--- config.mk ---
export PLATFORM = sky130hd
export DESIGN_NAME = i2s_tx
export DESIGN_NICKNAME = d
export VERILOG_FILES = /design/src/rtl/i2s_tx.sv
export SDC_FILE = /design/constraint.sdc
export NUM_CORES = 1
export LEC_CHECK = 0
export ABC_AREA = 1
export CAP_MARGIN = 0
export CORE_UTILIZATION = 32
export CTS_BUF_LIST = sky130_fd_sc_hd__clkbuf_2 sky130_fd_sc_hd__clkbuf_4 sky130_fd_sc_hd__clkbuf_8
export DETAILED_ROUTE_END_ITERATION = 10
export PLACE_DENSITY = 0.58
export SYNTH_ARGS = -nofsm -noshare
export SYNTH_HDL_FRONTEND = slang
export SYNTH_SLANG_ARGS = --single-unit
--- constraint.sdc ---
create_clock -name clk -period 1.9 [get_ports clk]
set_clock_uncertainty 0.15 [all_clocks]
set_input_delay 0.285 -clock clk [delete_from_list [all_inputs] [get_ports clk]]
set_output_delay 0.285 -clock clk [all_outputs]
set_load 0.05 [all_outputs]
--- src/rtl/i2s_tx.sv ---
`default_nettype none
// ============================================================================
// Module   : i2s_tx
// Summary  : Philips I2S master transmitter. Pulls interleaved L/R samples from
//            a ready/valid stream once per channel slot and shifts them out MSB
//            first, one BCLK after each LRCLK edge. BCLK and LRCLK are derived
//            from clk by a free-running divider.
// Options  : I2S_TX_UNDERFLOW_HOLD_EN - on underflow replay the last accepted
//            word of the same channel instead of sending a silent slot.
// Revision : 1.0 - initial release
// ============================================================================
module i2s_tx #(
  parameter int DWIDTH    = 24,
  parameter int SLOT_BITS = 32,
  parameter int BCLK_DIV  = 16
) (
  input  logic              clk,
  input  logic              reset_n,
  input  logic [DWIDTH-1:0] i_din_data,
  input  logic              i_din_valid,
  output logic              o_din_ready,
  output logic              o_bclk,
  output logic              o_lrclk,
  output logic              o_sdata,
  output logic              o_underflow
);

  localparam int c_DIV_W = (BCLK_DIV > 1) ? $clog2(BCLK_DIV) : 1;
  localparam int c_CNT_W = $clog2(2 * SLOT_BITS);
  localparam logic [c_DIV_W-1:0] c_DIV_LAST  = c_DIV_W'(BCLK_DIV - 1);
  localparam logic [c_CNT_W-1:0] c_CNT_LAST  = c_CNT_W'(2 * SLOT_BITS - 1);
  localparam logic [c_CNT_W-1:0] c_SLOT      = c_CNT_W'(SLOT_BITS);
  localparam logic [c_CNT_W-1:0] c_DATA_LAST = c_CNT_W'(DWIDTH);

  logic [c_DIV_W-1:0] r_div_cnt;
  logic               r_bclk;
  logic [c_CNT_W-1:0] r_bit_cnt;
  logic               r_lrclk;
  logic               r_sdata;
  logic [DWIDTH-1:0]  r_shift;

  logic               w_tick_fall;
  logic [c_CNT_W-1:0] w_bit_nxt;
  logic               w_lr_nxt;
  logic [c_CNT_W-1:0] w_k;
  logic               w_data_slot;
  logic               w_fetch;
  logic [DWIDTH-1:0]  w_load;

  // Everything in the serial domain advances on the clk cycle that drops BCLK
  assign w_tick_fall = (r_div_cnt == c_DIV_LAST) && r_bclk;
  assign w_bit_nxt   = (r_bit_cnt == c_CNT_LAST) ? '0 : r_bit_cnt + c_CNT_W'(1);
  assign w_lr_nxt    = (w_bit_nxt >= c_SLOT);
  assign w_k         = w_lr_nxt ? (w_bit_nxt - c_SLOT) : w_bit_nxt;
  // Slot position 0 is the I2S one-bit delay; payload occupies 1..DWIDTH
  assign w_data_slot = (w_k != '0) && (w_k <= c_DATA_LAST);
  assign w_fetch     = w_tick_fall && (w_k == '0);

`ifdef I2S_TX_UNDERFLOW_HOLD_EN
  logic [DWIDTH-1:0] r_hold_l;
  logic [DWIDTH-1:0] r_hold_r;

  // Remember the last word accepted for each channel to replay on underflow
  always_ff @(posedge clk or negedge reset_n) begin
    if (!reset_n) begin
      r_hold_l <= '0;
      r_hold_r <= '0;
    end else if (w_fetch && i_din_valid) begin
      if (w_lr_nxt) r_hold_r <= i_din_data;
      else          r_hold_l <= i_din_data;
    end
  end

  assign w_load = i_din_valid ? i_din_data : (w_lr_nxt ? r_hold_r : r_hold_l);
`else
  assign w_load = i_din_valid ? i_din_data : '0;
`endif

  // Free-running divider producing a 50% duty BCLK
  always_ff @(posedge clk or negedge reset_n) begin
    if (!reset_n) begin
      r_div_cnt <= '0;
      r_bclk    <= 1'b0;
    end else if (r_div_cnt == c_DIV_LAST) begin
      r_div_cnt <= '0;
      r_bclk    <= ~r_bclk;
    end else begin
      r_div_cnt <= r_div_cnt + c_DIV_W'(1);
    end
  end

  // Frame position, word select and serial data all change on BCLK falls
  always_ff @(posedge clk or negedge reset_n) begin
    if (!reset_n) begin
      r_bit_cnt <= c_CNT_LAST;
      r_lrclk   <= 1'b1;
      r_sdata   <= 1'b0;
      r_shift   <= '0;
    end else if (w_tick_fall) begin
      r_bit_cnt <= w_bit_nxt;
      r_lrclk   <= w_lr_nxt;
      if (w_fetch) begin
        r_shift <= w_load;
        r_sdata <= 1'b0;
      end else if (w_data_slot) begin
        r_sdata <= r_shift[DWIDTH-1];
        r_shift <= {r_shift[DWIDTH-2:0], 1'b0};
      end else begin
        r_sdata <= 1'b0;
      end
    end
  end

  // Ready is open only in the fetch cycle, so an early word simply waits
  assign o_din_ready = w_fetch;
  assign o_underflow = w_fetch && !i_din_valid;
  assign o_bclk      = r_bclk;
  assign o_lrclk     = r_lrclk;
  assign o_sdata     = r_sdata;

endmodule
`default_nettype wire

==> results of run 1 <==
-- worst register-to-register path, delay by kind of cell (launching register included) --
family | cells | cell delay, ns
adders and majority gates | 1 | 0.17
xor gates and xnor gates | 1 | 0.06
and+or+nand+nor | 6 | 0.61
buffers and inverters | 4 | 0.50
DFF | 1 | 0.57
-- final timing paths --
check                                  start      endpoint  slack [ns]  cells after the start
worst min-delay path                 reset_n    r_shift[2]        0.26                      2
max in group asynchronous            reset_n  r_bit_cnt[4]        0.84                      3
worst max register to register  r_bit_cnt[0]    r_shift[6]       -0.25                     12
worst max-delay path            r_bit_cnt[0]   o_din_ready       -0.32                      7
worst min register to register    r_shift[0]    r_shift[0]        0.33                      2
min in group clk                  r_shift[0]    r_shift[0]        0.33                      2
-- repair_timing --
item                                   4_1_cts  5_1_grt
pin swaps                                    4       10
buffers inserted                             4        6
setup endpoints to repair                   27       30
cloned                                       2        2
gates resized for setup                     10        7
endpoints found under the hold margin        8        0
hold buffers                                 1        0
-- flip-flops by register name, summed over array words and instances (netlist names) --
register	flops
r_bit_cnt	6
o_lrclk	1
r_shift	24
o_sdata	1
o_bclk	1
r_div_cnt	4
-- layout make-up --
type / count / area share, %
Clock inverter: 3 / 2.14
Tap cell: 77 / 3.17
Sequential cell: 37 / 30.8
Timing Repair inverter: 1 / 0.288
Timing Repair Buffer: 58 / 22.3
Clock buffer: 5 / 2.26
Inverter: 34 / 4.44
Multi-Input combinational cell: 198 / 34.7
-- per-layer routing --
| layer | track usage, % | part of all wire, % |
|---|---|---|
| met2 | 25.1 | 46 |
| met5 | 0 | 0 |
| met4 | 3.62 | 0.88 |
| met1 | 19.2 | 47 |
| met3 | 3.96 | 6.0 |
-- power groups by stage --
stage          Combinational (µW)  Clock (µW)  Sequential (µW)
6_report                      101         819              788
5_1_grt                       113         867              788
4_1_cts                       104         840              787
3_5_place_dp                  102           0              803
3_3_place_gp                  103           0              803
2_1_floorplan                18.8           0              803
-- synth_stat cells (all sizes together) --
master | count | area [µm²]
ha | 3 | 37.5
buf | 9 | 75.1
a21oi | 2 | 10.0
nand2 | 141 | 544
nor2 | 10 | 91.3
nor3 | 1 | 16.3
o21ai | 5 | 25.0
xor2 | 2 | 17.5
dfstp | 7 | 184
clkbuf | 3 | 11.3
nand3 | 32 | 173
dfrtp | 30 | 751
nand4 | 2 | 18.8
inv | 34 | 130
-- per-stage QoR --
step,std cells,total power [µW],area [µm²]
6_report,413,1710,3040
5_1_grt,413,1770,3040
4_1_cts,405,1730,2900
3_5_place_dp,391,904,2660
3_3_place_gp,391,906,2660
2_1_floorplan,281,822,2170
-- kinds of logic after synthesis --
logic type | after synthesis
compound gates | 7
xor+xnor | 2
fa+ha+maj | 3
buf+inv | 46
flops | 37
simple gates | 186
==> run_results.csv, run 1 <==
group,metric,value,unit
clocking,cts_max_path_buffers,2,
placed_design,number_of_port_buffers,31,
floorplanning,row_count,29,
logic_synthesis,synth.yosys.warnings,0,
clocking,cts_max_level,2,
critical_path,critPathSlowestCell,"dfstp_2",
clocking,clkSlewWorstSetupHoldPaths,0.08,ns
placed_design,weighted_congestion_at_the_end_of_routability_driven_global_placement,0.787,
grt,wire_length_of_the_first_global_routing_pass,7.74,mm
routing,route.detailed.drc,0,
clocking,cts_root_buffer,"clkbuf_8",
critical_path,timing.critical_path.max_delay_family,"flip-flops",
pwr,total_switching_power,339,µW
finish,finish.net_count,365,
logic_synthesis,ys_seq_area_share,44.8,%
floorplanning,io_pins,32,
critical_path,slowest_delay,0.57,ns
timing,timing_limited_maximum_frequency,451,MHz
critical_path,path_class,"flip-flop to output pin",
critical_path,crit_required,1.46,ns
critical_path,worst_path_most_repeated_cell,"buf_12",
logic_synthesis,synthesis.area_per_instance,7.42,µm²
floorplanning,coreArea,6310,µm²
routing,detail_route.wirelength,4.99,mm
timing,worst-slew-pin-transition,0.321,ns
finish,final_cell_mix,"nand2_1 (127), inv_1 (31), dfrtp_1 (29)",
timing,period_minus_slack,2.22,ns
pwr,seq_power_share,46.1,%
logic_synthesis,yosys-mux-area-fraction,0,%
grt,grt_util_all_layers,15.0,%
critical_path,timing.critical_path.from_type,"flip-flop",
logic_synthesis,post_synth_fa_ha_maj_area_fraction,1.80,%
logic_synthesis,synth.ff_latch_count,37,
logic_synthesis,yosys.area_share.simple,40.5,%
routing,ant_nets,0,
floorplanning,chipWidth,82.7,µm
logic_synthesis,post_synth_inst_count,281,
timing,finalSetupViolCount,27,
pwr,power.internal,1370,µW
routing,route.detailed.wl_per_inst,12.1,µm
logic_synthesis,synth.cell_area,2080,µm²
critical_path,cp_max_fo,3,
floorplanning,floorplan.initialDensity,33.0,%
timing,rsz0062_at_grt,"yes",
floorplanning,die_h,82.7,µm
logic_synthesis,synth_top_family_by_area,"simple AND/OR/NAND/NOR gates",
placed_design,pre_cts_setup_slack,-0.100,ns
grt,initial_antenna_violation_count,0,
status,outcome,"complete, but fails checks",
timing,report.final.hold_viol_count,0,
grt,grt_max_degree,27,
logic_synthesis,synth_cell_types,23,
logic_synthesis,synth-compound-area-share,1.68,%
pwr,p_comb_share,5.9,%
routing,vias_post_dr,1860,
grt,grt-ovfl-total,0,
grt,first_global_vias,1739,
routing,detail_route.first_pass.iterations,4,
floorplanning,fp.dieArea,6840,µm²
critical_path,worstPathCellList,"ha_4, buf_12, xor2_4, nor2_4, nand3_4, nor2_8, buf_12",
placed_design,place_hpwl,3.17,mm
finish,post_route_cells_drive_above_1_share,24.4,%
pwr,swShare,19.9,%
pwr,ir_drop,0.000291,V
pwr,pwr-share-clk,48.0,%
finish,diode_count,0,
timing,relSlewSlack,78.6,%
timing,worst_slack,-0.319,ns
critical_path,endpoint_kind,"output pin",
job,cap_viol_max_count,0,
timing,min_period_over_period,117,%
finish,area_of_combinational_cells_with_multiple_inputs,1050,µm²
critical_path,worstPathBufferInverterCount,2,
pwr,power_density_over_the_cells,562,nW/µm²
finish,utilization,48.2,%
routing,avgViaCountPerCell,4.50,
finish,number_of_fill_cells,609,
critical_path,timing.critical_path.arrival,1.78,ns
clocking,cts_tree,"built",
clocking,cts_made_buffers,5,
hold_path,worstHoldPathType,"input pin to async pin",
timing,report.final.slew_viol_count,0,
finish,seqCellArea,936,µm²
clocking,cts_num_sinks,37,
finish,mostFrequentLayoutCell,"nand2_1",
timing,fin_hold_ws,0.259,ns
clocking,clock_latency_late_sink,0.29,ns
timing,tns,-6.19,ns
logic_synthesis,synth_area_in_xor_xnor,0.840,%
routing,initialDrtViolationCount,89,
status,violations,"setup timing",
finish,areaGrowthSynthToFinish,45.9,%
pwr,power_leakage,0.00147,µW
logic_synthesis,synthesis.nets,311,
No activity file was read; power rests on OpenSTA's default activity.
==> run 2: changes to the inputs <==
Settings changed: CTS_BUF_LIST sky130_fd_sc_hd__clkbuf_2 sky130_fd_sc_hd__clkbuf_4 sky130_fd_sc_hd__clkbuf_8 to sky130_fd_sc_hd__clkbuf_4 sky130_fd_sc_hd__clkbuf_8, DONT_BUFFER_PORTS set to 1, PLACE_DENSITY 0.58 to 0.51.
==> run_results.csv, run 2 (synthesized netlist as in run 1, its figures left out) <==
group,metric,value,unit
clocking,clock_latency_late_sink,0.29,ns
hold_path,worstHoldPathType,"input pin to flip-flop",
finish,finish.net_count,340,
pwr,power_leakage,0.00136,µW
routing,avgViaCountPerCell,4.55,
routing,detail_route.wirelength,4.58,mm
finish,mostFrequentLayoutCell,"nand2_1",
grt,grt_max_degree,38,
placed_design,weighted_congestion_at_the_end_of_routability_driven_global_placement,0.756,
routing,ant_nets,0,
timing,worst_slack,-0.297,ns
timing,timing_limited_maximum_frequency,455,MHz
clocking,cts_made_buffers,5,
grt,grt-ovfl-total,0,
routing,vias_post_dr,1766,
timing,min_period_over_period,116,%
floorplanning,fp.dieArea,6840,µm²
critical_path,endpoint_kind,"output pin",
grt,grt_util_all_layers,13.7,%
floorplanning,io_pins,32,
status,violations,"setup timing",
timing,period_minus_slack,2.20,ns
timing,finalSetupViolCount,27,
routing,detail_route.first_pass.iterations,4,
finish,postLayoutCellArea,2720,µm²
timing,report.final.hold_viol_count,0,
floorplanning,chipWidth,82.7,µm
clocking,cts_max_path_buffers,2,
routing,initialDrtViolationCount,81,
grt,initial_antenna_violation_count,0,
pwr,power_density_over_the_cells,529,nW/µm²
floorplanning,floorplan.initialDensity,33.0,%
timing,worst-slew-pin-transition,0.473,ns
critical_path,path_class,"flip-flop to output pin",
grt,first_global_vias,1514,
finish,areaGrowthSynthToFinish,30.7,%
timing,relSlewSlack,68.4,%
timing,rsz0062_at_grt,"yes",
finish,max_flop_register,"r_shift",
clocking,cts_num_sinks,37,
floorplanning,coreArea,6310,µm²
placed_design,number_of_port_buffers,0,
floorplanning,die_h,82.7,µm
critical_path,timing.critical_path.from_type,"flip-flop",
pwr,ir_drop,0.000263,V
critical_path,crit_required,1.46,ns
timing,tns,-5.19,ns
finish,post_route_cells_drive_above_1_share,26.0,%
critical_path,cp_max_fo,3,
clocking,clkSlewWorstSetupHoldPaths,0.08,ns
floorplanning,row_count,29,
clocking,cts_tree,"built",
job,cap_viol_max_count,0,
status,outcome,"complete, but fails checks",
finish,largest_registers_ranked_by_flip_flop_count,"r_shift x24, r_bit_cnt x6, r_div_cnt x4",
critical_path,timing.critical_path.arrival,1.76,ns
timing,report.final.slew_viol_count,0,
placed_design,placement.cell_area,2350,µm²
finish,final_cell_mix,"nand2_1 (125), inv_1 (31), dfrtp_1 (29)",
clocking,cts_root_buffer,"clkbuf_8",
placed_design,place_hpwl,2.93,mm
finish,diode_count,0,
routing,route.detailed.wl_per_inst,11.8,µm
routing,route.detailed.drc,0,
finish,largest_reg_flops,24,
clocking,cts_max_level,2,
grt,wire_length_of_the_first_global_routing_pass,6.86,mm
==> run 2: cell count changes in the layout (fill, tap and decap cells not counted), sizes merged <==
cell,before,now
clkbuf,7,9
dlygate4sd3,1,3
bufinv,2,0
clkdlybuf4s50,25,0
buf,30,27
clkinv,1,2
==> run 2: path summary, 6_finish.rpt <==
| kind | from | endpoint | slack [ns] | cells after the start |
|---|---|---|---|---|
| worst min-delay path | i_din_valid | r_shift[13] | 0.06 | 4 |
| min in group asynchronous | reset_n | r_shift[16] | 0.29 | 2 |
| max in group asynchronous | reset_n | r_bit_cnt[4] | 1.05 | 2 |
| worst min register to register | r_shift[21] | r_shift[21] | 0.33 | 2 |
| worst max register to register | r_bit_cnt[0] | r_shift[18] | -0.22 | 11 |
| worst max-delay path | r_bit_cnt[0] | o_underflow | -0.30 | 8 |
==> run 2: layout make-up <==
type	instances	area (µm²)
Inverter	34	143
Clock buffer	7	96.3
Tap cell	77	96.3
Clock inverter	1	5.00
Multi-Input combinational cell	198	1050
Timing Repair Buffer	32	377
Fill cell	639	3590
Timing Repair inverter	2	20.0
Sequential cell	37	936
==> run 2: what timing repair did <==
action / 4_1_cts / 5_1_grt
setup buffers: 5 / 4
pin swaps: 5 / 6
gates resized for setup: 7 / 16
hold buffers: 2 / 2
endpoints found under the hold margin: 37 / 1
gates cloned: 0 / 4
endpoints found under the setup margin: 26 / 30
==> run 2: report_power, final <==
part           leakage, µW  switching [µW]  internal, µW
Sequential        0.000357               0           788
Clock            0.0000542             286           328
Combinational     0.000951            25.9          14.0
Total              0.00136             312          1130
==> run 2: routing by layer <==
layer  global-route usage [%]  up-vias  share of wire, %
met1                     16.6      816                47
met2                     22.5       35                48
met5                        0        -                 0
li1                         -      910                 -
met4                     4.66        0               1.3
met3                     4.51        5               3.9
==> run 2: through the flow <==
step | std cells | total power, µW | util (%) | hold WS, ns | worst slack (ns)
global route | 388 | 1500 | 43.1 | 0.0645 | -0.388
finish | 388 | 1440 | 43.1 | 0.0610 | -0.297
CTS | 378 | 1460 | 40.4 | 0.000600 | -0.311
detailed placement | 363 | 817 | 37.3 | -0.160 | -0.0989
floorplan | 281 | 822 | - | -0.161 | -0.175
global placement | 363 | 818 | 37.3 | -0.160 | -0.0702
==> run 2: worst max-delay path, stage by stage, from the launching register on <==
cell and delay, ns:
dfstp_2 0.56, ha_4 0.16, nand2_4 0.06, nor2_4 0.11
nand2_2 0.08, nand3_4 0.09, nand4_4 0.13, nor2_4 0.12
buf_12 0.14
==> run 3: changes to the inputs <==
Settings changed: CORE_UTILIZATION 32 to 48, PLACE_DENSITY 0.51 to 0.69.
==> run_results.csv, run 3 (synthesized netlist as in run 1, its figures left out) <==
group,metric,value,unit
timing,report.final.hold_viol_count,0,
finish,finish.net_count,336,
grt,grt-ovfl-total,0,
floorplanning,chipWidth,67.9,µm
pwr,power_leakage,0.00139,µW
timing,relSlewSlack,68.1,%
grt,grt_max_degree,38,
routing,route.detailed.wl_per_inst,15.0,µm
timing,report.final.slew_viol_count,0,
critical_path,crit_required,1.46,ns
routing,initialDrtViolationCount,132,
routing,avgViaCountPerCell,5.17,
clocking,cts_root_buffer,"clkbuf_8",
clocking,cts_max_level,2,
critical_path,worst_path_most_repeated_cell,"nand2_4",
routing,detail_route.wirelength,5.35,mm
finish,final_cell_mix,"nand2_1 (91), nand2_2 (33), inv_1 (31)",
floorplanning,coreArea,4090,µm²
finish,mostFrequentLayoutCell,"nand2_1",
critical_path,cp_max_fo,6,
status,outcome,"complete, but fails checks",
clocking,cts_tree,"built",
routing,route.detailed.drc,0,
timing,rsz0062_at_grt,"yes",
grt,first_global_vias,1567,
job,cap_viol_max_count,0,
hold_path,hp-start,"i_din_data[0]",
clocking,cts_made_buffers,5,
grt,grt_util_all_layers,22.4,%
hold_path,worstHoldPathType,"input pin to flip-flop",
placed_design,pre_cts_setup_slack,-0.0636,ns
critical_path,slowest_delay,0.58,ns
critical_path,endpoint_kind,"output pin",
finish,utilization,71.2,%
timing,worst-slew-pin-transition,0.479,ns
finish,largest_reg_flops,24,
critical_path,r2r-start,"r_bit_cnt[0]",
placed_design,placement.cell_area,2290,µm²
clocking,cts_num_sinks,37,
floorplanning,die_h,67.9,µm
clocking,clock_latency_late_sink,0.30,ns
finish,max_flop_register,"r_shift",
timing,finalSetupViolCount,27,
critical_path,worstPathCellList,"ha_4, nand2_4, nor2_4, nand2_2, nand2_4, nand3_4, nor2_8, buf_12",
finish,areaGrowthSynthToFinish,39.6,%
critical_path,timing.critical_path.arrival,1.82,ns
clocking,cts_max_path_buffers,2,
timing,worst_slack,-0.354,ns
critical_path,timing.critical_path.max_delay_family,"simple AND/OR/NAND/NOR gates",
grt,initial_antenna_violation_count,0,
critical_path,path_class,"flip-flop to output pin",
finish,diode_count,0,
pwr,power_density_over_the_cells,498,nW/µm²
floorplanning,floorplan.initialDensity,51.0,%
finish,number_of_fill_cells,301,
finish,fin_cells,357,
placed_design,place_hpwl,2.70,mm
finish,postLayoutCellArea,2910,µm²
finish,post_route_cells_drive_above_1_share,41.7,%
timing,fin_hold_ws,0.0275,ns
placed_design,number_of_port_buffers,0,
floorplanning,io_pins,32,
clocking,clkSlewWorstSetupHoldPaths,0.07,ns
timing,min_period_over_period,119,%
timing,period_minus_slack,2.25,ns
critical_path,timing.critical_path.from_type,"flip-flop",
routing,ant_nets,0,
pwr,ir_drop,0.000354,V
routing,detail_route.first_pass.iterations,4,
status,violations,"setup timing",
critical_path,setup.worst_path.start,"r_bit_cnt[0]",
placed_design,weighted_congestion_at_the_end_of_routability_driven_global_placement,0.793,
placed_design,place.detailed.instances,333,
floorplanning,fp.dieArea,4610,µm²
grt,wire_length_of_the_first_global_routing_pass,7.38,mm
timing,timing_limited_maximum_frequency,444,MHz
routing,vias_post_dr,1847,
finish,largest_registers_ranked_by_flip_flop_count,"r_shift x24, r_bit_cnt x6, r_div_cnt x4",
critical_path,critPathSlowestCell,"dfstp_2",
critical_path,worstPathBufferInverterCount,1,
floorplanning,row_count,23,
==> run 3: changes by cell type in the layout (fill, tap and decap cells not counted), sizes merged <==
cell / before / now
buf: 27 / 24
dlygate4sd3: 3 / 1
clkinv: 2 / 3
==> run 3: worst paths after layout <==
| check | slack, ns | endpoint | depth (start not counted) |
|---|---|---|---|
| hold reg to reg | 0.33 | r_shift[7] | 2 |
| min in group asynchronous | 0.29 | o_sdata | 2 |
| max in group asynchronous | 1.06 | r_bit_cnt[1] | 2 |
| hold / removal | 0.03 | r_shift[0] | 2 |
| setup reg to reg | -0.26 | r_shift[15] | 13 |
| setup / recovery | -0.35 | o_din_ready | 8 |
==> run 3: area by class of cell <==
class                   instances  area, µm²  area share (%)
flip-flops and latches         37        936            32.2
multi-input cells             198       1280            43.9
inverters                      34        140            4.82
repair buffers                 27        349            12.0
well taps                      50       62.6            2.15
repair inverters                3       43.8            1.50
clock inverters                 1       5.00           0.172
clock buffers                   7       96.3            3.31
==> run 3: what timing repair did <==
item / 4_1_cts / 5_1_grt
pin swaps: 6 / 26
endpoints found under the setup margin: 26 / 27
hold buffers: 2 / 0
resized for setup: 18 / 81
cloned: 5 / 2
endpoints found under the hold margin: 37 / 0
setup buffers: 6 / 2
==> run 3: metal layers <==
layer / GRT usage (%) / routed length, µm
met2: 33.7 / 2680
met4: 7.81 / 93
met5: 0 / 0
met1: 31.1 / 2350
met3: 5.67 / 226
==> run 3: per-stage QoR <==
| step | power, µW | setup TNS [ns] |
|---|---|---|
| floorplan | 822 | -0.375 |
| global placement | 817 | -0.303 |
| detailed placement | 816 | -0.945 |
| CTS | 1450 | -5.45 |
| global route | 1490 | -9.11 |
| finish | 1450 | -6.31 |
==> run 3: power by group <==
group,internal [µW],switching (µW)
logic,11.3,29.0
registers,788,0
clock network,328,294
total,1130,323
==> run 3: worst reg2reg max path: stages, from the launching register on <==
cell	delay, ns
dfstp_2	0.58
ha_4	0.19
nand2_4	0.06
nor2_4	0.12
nand2_2	0.08
nand2_4	0.11
nand3_4	0.12
nor2_8	0.12
buf_6	0.11
buf_8	0.12
clkbuf_16	0.16
nand2_4	0.05
nand3_2	0.06
nand2_1	0.06
==> patch: new RTL, flow settings as in run 1 <==
Change the parameter `SLOT_BITS` from 32 to 64.
--- a/src/rtl/i2s_tx.sv
+++ b/src/rtl/i2s_tx.sv
@@ -11,7 +11,7 @@
 // ============================================================================
 module i2s_tx #(
   parameter int DWIDTH    = 24,
-  parameter int SLOT_BITS = 32,
+  parameter int SLOT_BITS = 64,
   parameter int BCLK_DIV  = 16
 ) (
   input  logic              clk,
Check against the original RTL: no difference found for any inputs over 10 cycles, from zero or initial values and one cycle with reset_n low; that may be too few to reach the edited logic, so the function may still have changed.
==> patch against run 1 <==
The flow finishes with violations (DRC, setup timing). Synthesized cell count grew 3.9%. Power fell by 12%. Final area rose by 4.0%. Highest routed layer unchanged. Wire length is 12% higher. Worst hold slack improved by 0.063 ns. Critical path type unchanged. Utilization increased by 1.1 points. Global-route usage increased by 1.2 points. Sequential power is 2.7% higher. Area after synthesis up 3.7%. Via count rose by 9.8%. Sequential cell count up 1. Worst setup slack got worse by 0.17 ns.
==> patch: results (changes against run 1) <==
metric	value	unit	change
register area share after synthesis	44.4	%	was 44.8%
clock share of power	39.7	%	was 48.0%
Final setup viols	28		was 27
routed wl met3	218	microns	was 297 microns
reg2reg setup slack	-0.40	ns	was -0.25 ns
Synth Area in XOR/XNOR	1.22	%	was 0.840%
Worst Path Max Fanout	4		was 3
dpl cell area	2670	sq um	was 2660 sq um
reg-to-reg endpoint	r_shift[21]$_DFFE_PN0P_		was r_shift[6]$_DFFE_PN0P_
Synth Area in Adders	1.74	%	was 1.80%
Final Worst Setup Slack	-0.488	ns	was -0.319 ns
r2r worst-path depth	13		was 12
Fin Setup TNS	-10.52	ns	was -6.19 ns
leakage	1.56	nW	was 1.47 nW
Worst VDD drop	0.226	mV	was 0.291 mV
number of remaining DRC errors	4		was 0
syn nets	322		was 311
Overall Global Routing Usage	16.3	%	was 15.0%
ranking of synthesized cells by area	dfrtp_1 35%, nand2_1 20%, nand3_1 12%, dfstp_2 9.7%, inv_1 5.9%		was dfrtp_1 36%, nand2_1 25%, dfstp_2 8.8%, nand3_1 7.4%, inv_1 5.6%
layout cells sized above 1	26.5	%	was 24.4%
Synth cell types	26		was 23
largest registers	r_shift x24, r_bit_cnt x7, r_div_cnt x4		was r_shift x24, r_bit_cnt x6, r_div_cnt x4
Compound-Gate Fraction of Synth Area	3.13	%	was 1.68%
violated checks	DRC, setup timing		was setup timing
crit path to	o_underflow		was o_din_ready
Switch Pwr	0.326	mW	was 0.339 mW
dpl ws	-0.202	ns	was -0.100 ns
routability cong.	0.883		was 0.787
cts repair resizes	19		was 10
met2 Usage GRT	26.1	%	was 25.1%
HP Class	reg2reg		was in2async
met3 Use GR	3.34	%	was 3.96%
outcome	finished with violations		unchanged
WL met1	2670	microns	was 2330 microns
cell family with most CP delay	simple AND/OR/NAND/NOR gates		was flip-flops
First DRT Iteration DRCs	113		was 89
routed length per placed instance	12.8	microns	was 12.1 microns
Worst Path Arrival	1.95	ns	was 1.78 ns
top cells by count, synth	115 x nand2_1, 50 x nand3_1, 34 x inv_1, 30 x dfrtp_1		was 139 x nand2_1, 31 x inv_1, 31 x nand3_1, 30 x dfrtp_1, 7 x dfstp_2
Global Route met1 Usage	21.8	%	was 19.2%
DPL Wire Length	3090	microns	was 3170 microns
DR pass1 iterations	7		was 4
vias in the first global route	1950		was 1,739
first-pass GRT wire length	9190	microns	was 7740 microns
[patch: cell types whose count changed after synthesis, moves of 3 or more]
cell,change
nand2_1,-24
nand3_1,+19
inv_1,+3
nor2_1,+3
[patch: layout make-up]
| class | instances | area [sq um] |
|---|---|---|
| Timing Repair inverter | 1 | 11.3 |
| Inverter | 35 | 143 |
| Multi-Input combinational cell | 204 | 1070 |
| Sequential cell | 38 | 961 |
| Clock buffer | 7 | 90.1 |
| Fill cell | 609 | 3260 |
| Clock inverter | 1 | 5.00 |
| Tap cell | 77 | 96.3 |
| Timing Repair Buffer | 73 | 786 |
[patch: metrics by stage]
stage                     cells  total power, mW  hold WS [ns]
after floorplan             292            0.842        -0.161
after detailed placement    406            0.920         0.220
after global routing        436             1.55         0.353
final                       436             1.50         0.322
after CTS                   428             1.51         0.327
after global placement      406            0.921         0.223
[patch: tightest hold or removal path, stage by stage (launching register included)]
cell,delay [ns]
dfstp_2,0.37
nand2_1,0.05
nand2_1,0.05
